===== src/rtl/read_pointer.sv =====
// Read-domain pointer and flag logic for the dual-clock FIFO.
// Synchronizes the Gray write pointer, keeps the binary/Gray read counters
// and produces registered empty, almost-empty, level and read-valid outputs.
module read_pointer #(
    parameter int ADDR_SIZE   = 8,
    parameter int SYNC_STAGES = 2,
    parameter int AE_THRESH   = 4
) (
    input  logic                 clk_i,
    input  logic                 rst_i,
    input  logic [ADDR_SIZE:0]   wr_ptr_i,
    input  logic                 inc_i,
    output logic [ADDR_SIZE:0]   ptr_o,
    output logic [ADDR_SIZE-1:0] addr_o,
    output logic                 empty_o,
    output logic                 almost_empty_o,
    output logic [ADDR_SIZE:0]   level_o,
    output logic                 rd_valid_o
);

    localparam int PW = ADDR_SIZE + 1;
    localparam logic [PW-1:0] AE_LIMIT = PW'(AE_THRESH);

    logic [PW-1:0] sync_q [SYNC_STAGES];
    logic [PW-1:0] wr_sync;
    logic [PW-1:0] wr_bin;
    logic [PW-1:0] bin_cnt;
    logic [PW-1:0] gray_cnt;
    logic [PW-1:0] bin_next;
    logic [PW-1:0] gray_next;
    logic [PW-1:0] level_next;
    logic          acc;

    // Synchronizer chain bringing the write pointer into this clock domain
    always_ff @(posedge clk_i) begin
        if (rst_i) begin
            for (int i = 0; i < SYNC_STAGES; i++) begin
                sync_q[i] <= '0;
            end
        end else begin
            sync_q[0] <= wr_ptr_i;
            for (int i = 1; i < SYNC_STAGES; i++) begin
                sync_q[i] <= sync_q[i-1];
            end
        end
    end

    assign wr_sync = sync_q[SYNC_STAGES-1];

    // Gray-to-binary of the synchronized write pointer: each bit is the XOR of itself and all bits above
    always_comb begin
        wr_bin = '0;
        for (int i = 0; i < PW; i++) begin
            wr_bin[i] = ^(wr_sync >> i);
        end
    end

    // A read is only honoured while the FIFO is seen as non-empty
    assign acc        = inc_i & ~empty_o;
    assign bin_next   = bin_cnt + {{ADDR_SIZE{1'b0}}, acc};
    assign gray_next  = bin_next ^ (bin_next >> 1);
    assign level_next = wr_bin - bin_next;

    // Read counters, flags and occupancy all update together from the pre-edge synchronized pointer
    always_ff @(posedge clk_i) begin
        if (rst_i) begin
            bin_cnt        <= '0;
            gray_cnt       <= '0;
            empty_o        <= 1'b1;
            almost_empty_o <= 1'b1;
            level_o        <= '0;
            rd_valid_o     <= 1'b0;
        end else begin
            bin_cnt        <= bin_next;
            gray_cnt       <= gray_next;
            empty_o        <= (gray_next == wr_sync);
            almost_empty_o <= (level_next <= AE_LIMIT);
            level_o        <= level_next;
            rd_valid_o     <= acc;
        end
    end

    assign ptr_o  = gray_cnt;
    assign addr_o = bin_cnt[ADDR_SIZE-1:0];

endmodule

===== config.mk =====
export PLATFORM = sky130hd
export DESIGN_NAME = read_pointer
export DESIGN_NICKNAME = d
export VERILOG_FILES = /design/src/rtl/read_pointer.sv
export SDC_FILE = /design/constraint.sdc
export NUM_CORES = 1
export LEC_CHECK = 0
export ABC_CLOCK_PERIOD_IN_PS = 6100
export CAP_MARGIN = 20
export CORE_MARGIN = 2
export CORE_UTILIZATION = 56
export DETAILED_ROUTE_END_ITERATION = 10
export PLACE_DENSITY_LB_ADDON = 0.05
export SLEW_MARGIN = 20
export SYNTH_ARGS = -nofsm -noshare
export SYNTH_HDL_FRONTEND = slang
export SYNTH_SLANG_ARGS = --single-unit
export TNS_END_PERCENT = 5

===== constraint.sdc =====
create_clock -name clk_i -period 6.1 [get_ports clk_i]
set_input_delay 1.22 -clock clk_i [delete_from_list [all_inputs] [get_ports clk_i]]
set_output_delay 1.22 -clock clk_i [all_outputs]
set_load 0.01 [all_outputs]

==> results.py <==
metrics = {
    "synth": {
        "synth_edf_count": 0,
        "yosys_warnings": 0,
        "synth_flop_cell": "dfxtp_1",
        "postSynthAreaPerCell_um2": 9.20,
        "synth_seq_cells": 47,
        "synth_nets": 274,
        "async_flop_share_pct": 0,
        "synth-seq-area-share_pct": 40.4,
        "syn_inst": 253,
        "netlist_area_um2": 2330,
        "synth_cell_types": 45,
    },
    "global_routing": {
        "grt_pass1_vias": 1684,
        "grt_usage_pct": 22.5,
        "grt_max_degree": 44,
        "antenna_found_initial": 0,
        "grt_pass1_wl_um": 7690,
        "grt.overflow.total": 0,
    },
    "sta": {
        "drv_slew": 0,
        "worst_clock_skew_ns": 0.00617,
        "finalSetupViolations": 0,
        "fmax_mhz": 205,
        "slew-limit-headroom_pct": 37.8,
        "final_hold_viol_count": 0,
        "fin_crit_ns": 4.89,
        "rsz0062_at_grt": "no",
        "worst_slew_pin_slew_ns": 0.927,
        "period_share_pct": 80.1,
        "worst_slack_ns": 1.21,
        "whs_ns": 0.442,
        "setup_tns_ns": 0,
    },
    "run": {
        "cap_violations": 0,
    },
    "finish": {
        "final_cell_mix": "47 x dfxtp_1, 40 x clkdlybuf4s50_1, 31 x nor2_1, 28 x xnor2_1, 21 x nor2b_1",
        "stdcell_count": 340,
        "drive_above_1_share_pct": 5.86,
        "final_core_util_pct": 70.9,
        "area_growth_pct": 21.8,
        "final_common_cell": "dfxtp_1",
        "diodes": 0,
        "final_net_count": 310,
    },
    "clocking": {
        "hold_buffers": 0,
        "cts_tree": "done",
        "htree_num_levels": 2,
        "cts_resized": 0,
        "cts_root_buf": "clkbuf_8",
        "clk_latency_ns": 0.30,
        "ctsLongestPathBuffers": 2,
        "post_cts_buffers": 0,
        "clk_pin_slew_worst_paths_ns": 0.09,
        "cts.sinks": 47,
        "cts_made_buffers": 5,
    },
    "place": {
        "portBuffers": 40,
        "dp_slack_ns": 1.00,
        "gp_congestion": 0.830,
        "place_hpwl_um": 3480,
        "dp_cells": 332,
    },
    "setup_path": {
        "cp_data_arrival_time_ns": 5.10,
        "critical_path_class": "in -> reg",
        "crit_path_end_kind": "flip-flop",
        "path_max_fanout": 13,
        "cp.required_ns": 6.31,
        "start_kind": "primary input",
        "reg2reg_slack_ns": 2.17,
    },
    "status": {
        "outcome": "complete, no violations",
    },
    "die": {
        "pin_count": 41,
        "rows": 23,
        "die_width_um": 68.5,
        "core_um2": 4000,
        "start_util_pct": 58.2,
        "die_h_um": 68.5,
        "die_area_um2": 4690,
    },
    "pwr": {
        "irDropWorstVdd_mv": 0.150,
        "powerDensity_nw_per_um2": 270,
        "leakagePower_nw": 1.10,
    },
    "route": {
        "routedWlPerCell_um": 13.8,
        "via_per_inst": 5.27,
        "vias": 1792,
        "ant_nets": 0,
        "routed_wl_um": 4690,
        "first_iter_violations": 121,
        "drc": 0,
        "dr.pass1.iters": 4,
    },
    "hold_path": {
        "hp-class": "reg -> reg",
    },
}
==> path summary, 6_finish.rpt <==
check | from | to | depth (start not counted)
min | sync_q[0][8]$_SDFF_PP0_ | sync_q[0][17]$_SDFF_PP0_ | 1
min reg2reg | sync_q[0][8]$_SDFF_PP0_ | sync_q[0][17]$_SDFF_PP0_ | 1
max reg2reg | sync_q[0][17]$_SDFF_PP0_ | almost_empty_o$_SDFF_PP1_ | 11
max | inc_i | almost_empty_o$_SDFF_PP1_ | 14
==> kinds of logic after synthesis <==
family                   after synthesis  share of synthesized area, %
AO/OA/AOI/OAI                         33                          10.3
XOR/XNOR                              41                          17.9
adder cells (fa/ha/maj)                9                          5.16
buffers and inverters                 21                          3.66
flip-flops                            47                          40.4
AND/OR/NAND/NOR                      102                          22.6
==> per-stage QoR <==
step                      total power [mW]  area, µm²
after detailed placement             0.587       2750
after floorplan                      0.513       2330
after global routing                 0.807       2840
final                                0.764       2840
after global placement               0.586       2750
after CTS                            0.768       2840
==> cell usage after synthesis (4+ instances only) <==
cell,number,area [µm²]
nand4_1,4,25.0
xor2_1,9,78.8
nor2_1,31,116
o21ai_0,4,20.0
inv_1,7,26.3
ha_1,8,100
nand3_1,11,55.1
nor3_1,7,35.0
xnor2_1,28,245
nor4_1,4,25.0
nand2_1,13,48.8
and2_1,4,25.0
clkbuf_1,10,37.5
nor2b_1,21,131
dfxtp_1,47,941
a21oi_1,10,50.1
==> layer usage <==
| metal | part of all wire (%) | global-route usage [%] |
|---|---|---|
| met1 | 49 | 28.5 |
| met2 | 46 | 37.0 |
| met3 | 3.7 | 5.26 |
| met4 | 1.2 | 8.50 |
| met5 | 0 | 0 |
==> critical path, stage by stage <==
cell and delay [ns]:
clkdlybuf4s50_1 0.44, nor2b_1 0.17, ha_1 0.23, ha_1 0.24, nand3_1 0.15, xnor2_1 0.69
inv_1 0.41, ha_1 0.41, a21oi_1 0.16, a22oi_1 0.12, o31ai_1 0.25, a21oi_1 0.12
xnor2_1 0.15, o41ai_2 0.32
==> final cells by class <==
type	count	area (µm²)
Clock inverter	2	12.5
Multi-Input combinational cell	185	1300
Inverter	8	30.0
Clock buffer	6	72.6
Tap cell	50	62.6
Fill cell	325	1160
Sequential cell	47	941
Timing Repair Buffer	42	415
==> flip-flops by register name (all words and copies together), names as in the netlist <==
signal,count
sync_q,18
level_o,9
empty_o,1
ptr_o,8
almost_empty_o,1
bin_cnt,9
rd_valid_o,1
==> power by group <==
group          switching [mW]  internal [mW]  total, mW  leakage [nW]
logic                   0.119          0.120      0.239         0.668
registers             0.00984          0.332      0.341         0.386
clock network           0.104         0.0802      0.184        0.0412
(Power assumes the default switching activity.)
